[src/rtl/hc_sr04_ranger.sv]
// HC-SR04 ultrasonic ranger: periodic trigger pulse, echo pulse-width measurement
// in centimetres with saturation at MAX_CM and a timeout when no echo arrives.
module hc_sr04_ranger #(
    parameter int CLK_FREQUENCY = 50_000_000,
    parameter int IDLE_MS       = 60,
    parameter int TRIG_US       = 10,
    parameter int TIMEOUT_US    = 10_000,
    parameter int MAX_CM        = 400,
    parameter int DIST_WIDTH    = 9
) (
    input  logic                  clk,
    input  logic                  rst_n,
    input  logic                  enable,
    input  logic                  echo,
    output logic                  trig,
    output logic [DIST_WIDTH-1:0] distance,
    output logic                  valid,
    output logic                  out_of_range,
    output logic                  timeout,
    output logic                  busy
);

    localparam int CPU    = CLK_FREQUENCY / 1_000_000;
    localparam int CPC    = CPU * 58;
    localparam int IDLE_C = IDLE_MS * CPU * 1000;
    localparam int TRIG_C = TRIG_US * CPU;
    localparam int TMO_C  = TIMEOUT_US * CPU;

    localparam int PH_MAX0 = (IDLE_C > TRIG_C) ? IDLE_C : TRIG_C;
    localparam int PH_MAX  = (PH_MAX0 > TMO_C) ? PH_MAX0 : TMO_C;
    localparam int PH_W    = $clog2(PH_MAX + 1);
    localparam int PS_W    = $clog2(CPC);
    localparam int CM_W    = $clog2(MAX_CM + 1);

    if ((64'd1 << DIST_WIDTH) <= 64'(MAX_CM)) begin : g_dist_width_check
        $error("hc_sr04_ranger: DIST_WIDTH cannot represent MAX_CM");
    end

    if (CPU < 1 || IDLE_C < 1 || TRIG_C < 1 || TMO_C < 1 || MAX_CM < 1) begin : g_param_check
        $error("hc_sr04_ranger: timing parameters must be at least one cycle");
    end

    typedef enum logic [1:0] {
        IDLE,
        TRIG,
        WAIT_ECHO,
        MEASURE
    } state_t;

    state_t                state_q, state_d;
    logic [PH_W-1:0]       ph_q, ph_d;
    logic [PS_W-1:0]       presc_q, presc_d;
    logic [CM_W-1:0]       cm_q, cm_d;
    logic                  trig_q, trig_d;
    logic [DIST_WIDTH-1:0] dist_q, dist_d;
    logic                  valid_q, valid_d;
    logic                  oor_q, oor_d;
    logic                  tmo_q, tmo_d;

    logic echo_s1_q, echo_s2_q, echo_h_q;
    logic echo_rise, echo_fall;

    always_ff @(posedge clk or negedge rst_n) begin
        if (!rst_n) begin
            echo_s1_q <= 1'b0;
            echo_s2_q <= 1'b0;
            echo_h_q  <= 1'b0;
        end else begin
            echo_s1_q <= echo;
            echo_s2_q <= echo_s1_q;
            echo_h_q  <= echo_s2_q;
        end
    end

    assign echo_rise = echo_s2_q & ~echo_h_q;
    assign echo_fall = ~echo_s2_q & echo_h_q;

    always_ff @(posedge clk or negedge rst_n) begin
        if (!rst_n) begin
            state_q <= IDLE;
            ph_q    <= '0;
            presc_q <= '0;
            cm_q    <= '0;
            trig_q  <= 1'b0;
            dist_q  <= '0;
            valid_q <= 1'b0;
            oor_q   <= 1'b0;
            tmo_q   <= 1'b0;
        end else begin
            state_q <= state_d;
            ph_q    <= ph_d;
            presc_q <= presc_d;
            cm_q    <= cm_d;
            trig_q  <= trig_d;
            dist_q  <= dist_d;
            valid_q <= valid_d;
            oor_q   <= oor_d;
            tmo_q   <= tmo_d;
        end
    end

    always_comb begin
        state_d = state_q;
        ph_d    = ph_q;
        presc_d = presc_q;
        cm_d    = cm_q;
        trig_d  = trig_q;
        dist_d  = dist_q;
        valid_d = 1'b0;
        oor_d   = oor_q;
        tmo_d   = 1'b0;

        unique case (state_q)
            IDLE: begin
                if (ph_q == PH_W'(IDLE_C - 1)) begin
                    if (enable) begin
                        state_d = TRIG;
                        ph_d    = '0;
                        trig_d  = 1'b1;
                    end
                end else begin
                    ph_d = ph_q + PH_W'(1);
                end
            end

            TRIG: begin
                if (ph_q == PH_W'(TRIG_C - 1)) begin
                    state_d = WAIT_ECHO;
                    ph_d    = '0;
                    trig_d  = 1'b0;
                end else begin
                    ph_d = ph_q + PH_W'(1);
                end
            end

            WAIT_ECHO: begin
                if (echo_rise) begin
                    // The rise cycle is itself the first high cycle, so the
                    // prescaler starts at 1 to make distance = floor(N/CPC).
                    state_d = MEASURE;
                    ph_d    = '0;
                    presc_d = PS_W'(1);
                    cm_d    = '0;
                end else if (ph_q == PH_W'(TMO_C - 1)) begin
                    state_d = IDLE;
                    ph_d    = '0;
                    tmo_d   = 1'b1;
                end else begin
                    ph_d = ph_q + PH_W'(1);
                end
            end

            MEASURE: begin
                if (echo_fall) begin
                    state_d = IDLE;
                    ph_d    = '0;
                    dist_d  = DIST_WIDTH'(cm_q);
                    oor_d   = 1'b0;
                    valid_d = 1'b1;
                end else if (presc_q == PS_W'(CPC - 1)) begin
                    presc_d = '0;
                    if (cm_q == CM_W'(MAX_CM - 1)) begin
                        state_d = IDLE;
                        ph_d    = '0;
                        cm_d    = CM_W'(MAX_CM);
                        dist_d  = DIST_WIDTH'(MAX_CM);
                        oor_d   = 1'b1;
                        valid_d = 1'b1;
                    end else begin
                        cm_d = cm_q + CM_W'(1);
                    end
                end else begin
                    presc_d = presc_q + PS_W'(1);
                end
            end

            default: begin
                state_d = IDLE;
                ph_d    = '0;
                trig_d  = 1'b0;
            end
        endcase
    end

    assign trig         = trig_q;
    assign distance     = dist_q;
    assign valid        = valid_q;
    assign out_of_range = oor_q;
    assign timeout      = tmo_q;
    assign busy         = (state_q != IDLE);

endmodule

[config.mk]
export PLATFORM = sky130hd
export DESIGN_NAME = hc_sr04_ranger
export DESIGN_NICKNAME = d
export VERILOG_FILES = /design/src/rtl/hc_sr04_ranger.sv
export SDC_FILE = /design/constraint.sdc
export NUM_CORES = 1
export LEC_CHECK = 0
export BUFFER_PORTS_ARGS = -buffer_cell sky130_fd_sc_hd__buf_4
export CORE_UTILIZATION = 55
export CTS_BUF_LIST = sky130_fd_sc_hd__clkbuf_8
export DETAILED_ROUTE_END_ITERATION = 8
export HOLD_SLACK_MARGIN = 0.06
export PLACE_DENSITY_LB_ADDON = 0.3
export SLEW_MARGIN = 15
export SYNTH_ARGS = -nofsm -noshare
export SYNTH_HDL_FRONTEND = slang
export SYNTH_SLANG_ARGS = --single-unit
[constraint.sdc]
create_clock -name clk -period 2.2 [get_ports clk]
set_input_delay 0.44 -clock clk [delete_from_list [all_inputs] [get_ports clk]]
set_output_delay 0.44 -clock clk [all_outputs]
set_load 0.1 [all_outputs]
## Word-level counts from Yosys, hierarchy flattened

Index checks and enable logic that the tools add are counted.
W data, S select, Z words.

| word-level totals | value |
|---|---|
| output and inout bits | 14 |
| logic and storage cells | 93 |
| bits of input ports | 4 |
| register bits after elaboration | 61 |

| operators by class | value |
|---|---|
| equality and inequality tests | 18 |
| bitwise logic cells | 4 |
| reduce and logical (&&, ||, !) cells | 12 |
| add/subtract/negate cells | 3 |
| multiplexer cells | 44 |

Operators with widths:

| kind | count |
|---|---|
| $mux W22 | 8 |
| $pmux W22 S4 | 1 |
| $mux W9 | 7 |
| $mux W12 | 3 |
| $pmux W12 S2 | 1 |
| $add A22 B1 Y22 const B | 1 |
| $eq A22 B19 Y1 const B | 1 |
| $eq A22 B22 Y1 const B | 1 |
| $eq A22 B9 Y1 const B | 1 |
| $pmux W9 S2 | 1 |
| $mux W2 | 8 |
| $mux W1 | 13 |
| $add A12 B1 Y12 const B | 1 |
| $eq A12 B12 Y1 const B | 1 |
| $ne A2 B2 Y1 const B | 6 |
| $ne A3 B3 Y1 const B | 4 |
| $reduce_bool A2 Y1 | 5 |
| $add A9 B1 Y9 const B | 1 |
| $eq A9 B9 Y1 const B | 1 |
| $reduce_and A3 Y1 | 3 |
| $pmux W2 S4 | 1 |
| $reduce_and A4 Y1 | 2 |
| $reduce_and A6 Y1 | 1 |
| $eq A2 B2 Y1 const B | 2 |
| 5 further kinds | 7 |

## Longest topological paths before layout

Gate-level depths: netlist of run 1.

| depth | value |
|---|---|
| word-level depth | 5 |
| depth in mapped cells | 9 |
| gate-level depth less buffers | 7 |

## Worst setup path before layout of run 1

Ideal clock, no wire load.

| path | value |
|---|---|
| path type | register -> register |
| start point | register ph_q[0] |
| end point | register ph_q[0] |
| data arrival time | 2124 ps |
| slack | -49 ps |
| setup time | 125 ps |
| path buffers | 0 |
| stages on the path, launching flop included | 8 |
| clock period less this slack | 2249 ps |
| data required time | 2075 ps |
| cells stage by stage | dfrtp_1 -> ha_1 -> nand3_1 -> or2_1 -> or4_4 -> nor3b_4 -> or2_1 -> mux2_2 |

| between the ends | value |
|---|---|
| word-level cells in the longest chain between the ends | 4 |
| elaborated cells on any way between the ends | 11 |
| those cells by class | 1 x add/sub; 4 x eq/ne; 5 x mux; 1 x reduce/logical |

RTL lines:

| what | RTL line | source |
|---|---|---|
| start, declared | 51 | `logic [PH_W-1:0] ph_q, ph_d;` |
| start signal, assigned | 91 | `ph_q <= ph_d;` |
| $add A22 B1 Y22 or $eq A22 B19 Y1 (tied branches) | - |  |
| $mux W22 | 144 | `end else if (ph_q == PH_W'(TMO_C - 1)) begin` |
| $mux W22 | 137 | `if (echo_rise) begin` |
| $pmux W22 S4 | 113 | `unique case (state_q)` |

Parallel ways exist; a longest one is shown, timed or not.
A chain may end at the register's enable or synchronous reset.

## Final worst setup path of run 1

| path | value |
|---|---|
| start point | register ph_q[6] |
| end point | register ph_q[0] |

| between the ends | value |
|---|---|
| word-level cells in the longest chain between the ends | 4 |
| elaborated cells on any way between the ends | 10 |
| those cells by class | 4 x eq/ne; 5 x mux; 1 x reduce/logical |

RTL lines:

| what | RTL line |
|---|---|
| $eq A22 B19 Y1 | 144 |
| $mux W22 | 144 |
| $mux W22 | 137 |
| $pmux W22 S4 | 113 |

Parallel ways exist; a longest one is shown, timed or not.

==> results of run 1 <==
-- metrics by stage --
step / worst slack, ns / std cells / utilization [%]
5_1_grt: -0.08827 / 502 / 71.64
3_3_place_gp: 0.05172 / 484 / 66.06
2_1_floorplan: -0.02011 / 370 / -
4_1_cts: 0.009288 / 500 / 70.08
6_report: -0.01661 / 502 / 71.64
3_5_place_dp: 0.02939 / 484 / 66.06
-- per-layer routing --
metal / wire, µm / vias up / GRT usage (%)
met3: 461 / 23 / 5.977
li1: - / 1437 / -
met2: 3867 / 119 / 45.22
met1: 3210 / 1447 / 32.83
met5: 0 / - / 0
met4: 199 / 0 / 8.909
-- synth_stat cells (all sizes together) --
| cell type | n | share of area (%) |
|---|---|---|
| a21bo | 1 | 0.31 |
| a21boi | 1 | 0.23 |
| a21o | 1 | 0.23 |
| a21oi | 4 | 0.62 |
| a22o | 7 | 1.9 |
| a31oi | 5 | 0.96 |
| and2 | 10 | 1.9 |
| and2b | 1 | 0.27 |
| and3 | 12 | 2.3 |
| and4 | 5 | 1.3 |
| buf | 7 | 1.5 |
| clkbuf | 6 | 0.69 |
| clkinv | 1 | 0.12 |
| dfrtp | 61 | 47 |
| ha | 3 | 1.2 |
| inv | 3 | 0.35 |
| mux2 | 1 | 0.35 |
| nand2 | 69 | 8.0 |
| nand2b | 4 | 0.77 |
| nand3 | 17 | 2.6 |
| nand3b | 1 | 0.23 |
| nand4 | 11 | 2.1 |
| nand4bb | 1 | 0.35 |
| nor2 | 38 | 4.4 |
| nor2b | 6 | 1.2 |
| nor3 | 9 | 1.4 |
| nor3b | 1 | 0.58 |
| nor4 | 3 | 0.58 |
| nor4b | 3 | 0.81 |
| o211a | 1 | 0.31 |
| o211ai | 6 | 1.4 |
| o21a | 5 | 1.2 |
| o21ai | 28 | 4.3 |
| o21bai | 1 | 0.23 |
| o22ai | 13 | 2.5 |
| o31ai | 5 | 1.2 |
| o41ai | 1 | 0.27 |
| or2 | 2 | 0.38 |
| or3 | 2 | 0.38 |
| or4 | 4 | 1.2 |
| xnor2 | 1 | 0.27 |
| xor2 | 9 | 2.4 |
-- worst register-to-register path: stages, from the launching register on --
cell,delay (ns)
dfrtp_1,0.42
or4_4,0.58
or4_4,0.44
nor3b_4,0.18
or2_1,0.22
mux2_2,0.26
-- report_power, final --
part	switching [W]	total [W]	internal, W
combinational	0.000436	0.000702	0.000266
clock	0.000437	0.00113	0.000691
sequential	0.0000834	0.00128	0.00120
total	0.000956	0.00311	0.00215
-- flip-flops by register name, indices dropped and copies added (netlist names), 2 cells and up --
register,flops
ph_q,22
cm_q,9
distance,9
presc_q,12
state_q,2
-- final timing paths --
| path | endpoint | cells past startpoint | from |
|---|---|---|---|
| min in group clk | echo_s1_q$_DFF_PN0_ | 1 | echo |
| worst max register to register | ph_q[0]$_DFFE_PN0P_ | 5 | ph_q[6]$_DFFE_PN0P_ |
| worst max-delay path | ph_q[0]$_DFFE_PN0P_ | 5 | ph_q[6]$_DFFE_PN0P_ |
| worst min-delay path | distance[0]$_DFFE_PN0P_ | 1 | rst_n |
| max in group asynchronous | ph_q[18]$_DFFE_PN0P_ | 1 | rst_n |
| worst min register to register | echo_s2_q$_DFF_PN0_ | 0 | echo_s1_q$_DFF_PN0_ |
-- area by class of cell --
type	instances	area (µm²)	area share, %
clock buffers	11	151.4	3.768
clock inverters	5	73.82	1.837
inverters	4	15.01	0.3737
multi-input cells	293	1720	42.82
flip-flops and latches	61	1530	38.09
well taps	72	90.09	2.242
repair buffers	56	436.7	10.87
-- cells by family after synthesis --
group | after synthesis
XOR/XNOR | 10
AND/OR/NAND/NOR | 199
multiplexers | 1
AO/OA/AOI/OAI | 79
adder cells (fa/ha/maj) | 3
flip-flops | 61
buffers and inverters | 17
-- what timing repair did --
item	4_1_cts	5_1_grt
resized for setup	0	24
endpoints found under the setup margin	0	33
buffers inserted	0	1
==> run summary, run 1 <==
Status - complete, but fails checks
Failing checks - setup timing
Post-synthesis mux area share - 0.3463%
CTS H-Tree Depth - 3
P&R area growth vs syn - 23.55%
Clk buf depth - 2
CP endpoint kind - flop
Avg WL per Cell - 15.42 µm
Final Cell Area - 4018 µm²
Top Family by Delay on Critical Path - simple AND/OR/NAND/NOR gates
Final setup vio count - 1
Clock Latency Late Sink - 0.35 ns
Commonest non-fill, non-tap cell in the layout - nand2_1
Most frequent cells in the layout - 68 x nand2_1, 58 x dfrtp_1, 54 x buf_4, 37 x nor2_1, 21 x o21ai_0
Cell Chain, Critical Path - or4_4 -> or4_4 -> nor3b_4 -> or2_1 -> mux2_2
Grt total ovfl - 0
Layout cells sized above 1 - 21.40%
CP required - 2.42 ns
Startpoint types - flop
RSZ-0062 raised after global routing - yes
Yosys Warn Count - 0
Syn Nets - 377
Hold_buf cts - 0
Main combinational cell family by area after synthesis - simple AND/OR/NAND/NOR gates
Largest stage delay, worst path - 0.58 ns
F_max - 451.1 MHz
FF+latch count, synth - 61
Worst Hold Class - in2async
Initial antenna violation count - 0
Full die area - 6224 µm²
Synth Area in Adders - 1.154%
P per Cell Area - 773.8 nW/µm²
Number of global-route vias before repair - 2787
# port buffers - 17
Slowest cell on crit path - or4_4
Placed inst area - 3705 µm²
GRT Overall Usage - 26.38%
Crit path top cell by count - or4_4
CP bufs+invs - 0
Compound-Gate Fraction of Synth Area - 15.54%
HPWL Detailed - 5164 µm
Setup TNS - -0.01661 ns
Synthesized area - 3252 µm²
Slew HR - 49.17%
Worst-margin pin slew - 0.7624 ns
Post-synthesis sequential area ratio - 46.94%
Pin count of the biggest net entering global routing - 62
Final Hold Fails - 0
Clock Skews - 0.01099 ns
Total power - 0.003109 W
Routability congestion estimate - 0.9188
Initial core utilization - 57.99%
Time the worst path needs with I/O delays and setup - 2.217 ns
Clk sinks - 61
CTS clk-pin slew, worst paths - 0.07 ns
Via density per instance - 6.028
Io pins - 18
Fill count - 418
CTS buffer count - 9
Tightest hold margin - 0.1734 ns
Post-synthesis xor/xnor area fraction - 2.693%
Final #Nets - 432
Number of remaining DRC errors - 0
Maximum Capacitance Violations - 0
Arrival time worst endpoint - 2.44 ns
Routed via count - 3026
Synth Instances - 370
Antenna viol nets, final - 0
First-pass GRT wire length - 12680 µm
Synth Area in Simple Gates - 30.70%
Worst setup margin - -0.01661 ns
Drt pass-1 iters - 5
Antenna cells - 0
Row count - 27
CTS tree - done
VDD IR max - 0.4683 mV
Routed WL - 7739 µm
Register-to-register setup slack - -0.02 ns
Die width - 78.89 µm
DIE HEIGHT - 78.89 µm
P_leak - 1.916 nW
Worst-path fanout max - 4
Synth unique cells - 44
Core box area - 5608 µm²
Critical path class - reg2reg
Initial drt markers - 194
Clock Root Buffer - clkbuf_8
Slew Limit Fails - 0
Fin crit share - 100.8%
Mean Syn Cell Area - 8.789 µm²
(Power assumes the default switching activity.)
==> run 2: changes to the inputs <==
Settings changed: CORE_ASPECT_RATIO set to 0.9.
==> run 2 against run 1 <==
Against the previous run:
- the run still ends with setup timing left
- final area shrank 0.34%
- first-iteration DRC count grew 17%
- setup slack lost 0.019 ns
- highest routed layer unchanged
- clock power shrank 11%
- routed wire length grew 5.6%
- combinational power grew 11%
- sequential cell count is the same
- core utilization shrank 1.3 points
==> run summary, run 2 (synthesized netlist as in run 1, its figures left out) <==
Worst-margin pin slew - 0.7735 ns (was 0.7624 ns)
Setup TNS - -0.05129 ns (was -0.01661 ns)
Sequential share of power - 41.4% (was 41.1%)
Clock power share - 33.1% (was 36.3%)
Clock Root Buffer - clkbuf_8 (unchanged)
Full die area - 6224 µm² (about the same)
Routed WL - 8175 µm (was 7739 µm)
Most frequent cells in the layout - 67 x nand2_1, 60 x dfrtp_1, 58 x buf_4, 38 x nor2_1, 23 x o21ai_0 (was 68 x nand2_1, 58 x dfrtp_1, 54 x buf_4, 37 x nor2_1, 21 x o21ai_0)
Clk sinks - 61 (unchanged)
Grt total ovfl - 0 (unchanged)
Register-to-register setup slack - -0.04 ns (was -0.02 ns)
Slew HR - 48.43% (was 49.17%)
# port buffers - 17 (unchanged)
Commonest non-fill, non-tap cell in the layout - nand2_1 (unchanged)
Final #Nets - 433 (was 432)
DIE HEIGHT - 74.95 µm (was 78.89 µm)
Avg WL per Cell - 16.32 µm (was 15.42 µm)
Antenna cells - 0 (unchanged)
P per Cell Area - 762.7 nW/µm² (was 773.8 nW/µm²)
Final Cell Area - 4004 µm² (was 4018 µm²)
Via density per instance - 6.052 (was 6.028)
Slew Limit Fails - 0 (unchanged)
Fin crit share - 101.6% (was 100.8%)
Time the worst path needs with I/O delays and setup - 2.235 ns (was 2.217 ns)
Antenna viol nets, final - 0 (unchanged)
Routed via count - 3032 (was 3026)
CTS clk-pin slew, worst paths - 0.07 ns (about the same)
CTS tree - done (unchanged)
Switching pwr - 0.001039 W (was 0.0009557 W)
Worst setup margin - -0.03515 ns (was -0.01661 ns)
Initial core utilization - 57.12% (was 57.99%)
Die width - 83.05 µm (was 78.89 µm)
Status - complete, but fails checks (unchanged)
Max FFs per register - 22 (unchanged)
Worst Hold Class - in2async (unchanged)
Pin count of the biggest net entering global routing - 62 (unchanged)
Arrival time worst endpoint - 2.46 ns (was 2.44 ns)
Routability congestion estimate - 0.9351 (was 0.9188)
F_max - 447.4 MHz (was 451.1 MHz)
Internal power - 0.002015 W (was 0.002153 W)
CP required - 2.43 ns (was 2.42 ns)
Row count - 26 (was 27)
Hold_buf cts - 0 (unchanged)
Failing checks - setup timing (unchanged)
HPWL Detailed - 5364 µm (was 5164 µm)
Largest registers - ph_q: 22 flops, presc_q: 12 flops (unchanged)
VDD IR max - 0.7056 mV (was 0.4683 mV)
P_leak - 1.898 nW (was 1.916 nW)
Layout cells sized above 1 - 22.27% (was 21.40%)
Final Hold Fails - 0 (unchanged)
GRT Overall Usage - 26.26% (was 26.38%)
Largest register by flop count - ph_q (unchanged)
Number of global-route vias before repair - 2700 (was 2787)
Core box area - 5693 µm² (was 5608 µm²)
First-pass GRT wire length - 12690 µm (was 12680 µm)
Critical path class - reg2reg (unchanged)
RSZ-0062 raised after global routing - yes (unchanged)
Placed inst area - 3697 µm² (was 3705 µm²)
CP endpoint kind - flop (unchanged)
R2R Path Start - ph_q[6]$_DFFE_PN0P_ (unchanged)
Final setup vio count - 4 (was 1)
Gate power share - 25.5% (was 22.6%)
Worst-path fanout max - 4 (unchanged)
Worst R2R End - ph_q[0]$_DFFE_PN0P_ (unchanged)
Startpoint types - flop (unchanged)
Total power - 0.003054 W (was 0.003109 W)
Fill count - 430 (was 418)
Initial antenna violation count - 0 (unchanged)
Io pins - 18 (unchanged)
Initial drt markers - 227 (was 194)
Clk buf depth - 2 (unchanged)
Switch share - 34.03% (was 30.74%)
Number of remaining DRC errors - 0 (unchanged)
Maximum Capacitance Violations - 0 (unchanged)
CTS H-Tree Depth - 3 (unchanged)
P&R area growth vs syn - 23.12% (was 23.55%)
CTS buffer count - 9 (unchanged)
FF-to-FF path depth - 5 (unchanged)
Clock Skews - 0.006335 ns (was 0.01099 ns)
Clock Latency Late Sink - 0.35 ns (about the same)
Drt pass-1 iters - 5 (unchanged)
run 2: worst max path at each step:
stage,start,endpoint,cells past startpoint
2_1_floorplan,ph_q[6]$_DFFE_PN0P_,ph_q[0]$_DFFE_PN0P_,6
3_3_place_gp,ph_q[0]$_DFFE_PN0P_,ph_q[0]$_DFFE_PN0P_,7
3_5_place_dp,ph_q[0]$_DFFE_PN0P_,ph_q[0]$_DFFE_PN0P_,7
4_1_cts,ph_q[6]$_DFFE_PN0P_,ph_q[0]$_DFFE_PN0P_,5
5_1_grt,ph_q[6]$_DFFE_PN0P_,ph_q[0]$_DFFE_PN0P_,5
6_report,ph_q[6]$_DFFE_PN0P_,ph_q[0]$_DFFE_PN0P_,5
run 2: cell type report:
| class | instances | area [µm²] | area share, % |
|---|---|---|---|
| Timing Repair Buffer | 58 | 435.4 | 10.88 |
| Tap cell | 70 | 87.58 | 2.188 |
| Inverter | 4 | 15.01 | 0.3750 |
| Clock buffer | 9 | 123.9 | 3.094 |
| Clock inverter | 7 | 76.32 | 1.906 |
| Multi-Input combinational cell | 292 | 1738 | 43.41 |
| Sequential cell | 61 | 1528 | 38.16 |
run 2: worst max-delay path: stages (launching register included):
cell     delay, ns
dfrtp_1       0.40
or4_4         0.58
or4_4         0.45
nor3b_4       0.18
or2_1         0.22
mux2_2        0.27
run 2: through the flow:
step	setup WS, ns	util [%]	cells	hold slack, ns
floorplan	-0.02011	-	370	0.1444
global placement	0.04182	64.95	483	0.3350
detailed placement	-0.02817	64.95	483	0.3347
CTS	0.001399	68.99	500	0.1826
global route	-0.08330	70.33	501	0.1743
finish	-0.03515	70.33	501	0.1702
run 2: power groups by stage:
stage	registers, W	clock network [W]	logic (W)
2_1_floorplan	0.00135	0	0.000353
4_1_cts	0.00125	0.00103	0.000733
3_5_place_dp	0.00127	0	0.000698
6_report	0.00126	0.00101	0.000780
3_3_place_gp	0.00127	0	0.000686
5_1_grt	0.00127	0.00107	0.000836
run 2: metal layers:
| layer | share of wire, % | track usage (%) | vias up |
|---|---|---|---|
| li1 | - | - | 1451 |
| met1 | 47 | 36.71 | 1475 |
| met2 | 46 | 41.35 | 91 |
| met3 | 6.0 | 6.360 | 15 |
| met4 | 1.1 | 7.854 | 0 |
| met5 | 0 | 0 | - |
run 2: what timing repair did:
item / CTS / global route
endpoints found under the setup margin: 3 / 33
pin swaps: 4 / 2
setup buffers: 1 / 1
gates resized for setup: 4 / 18
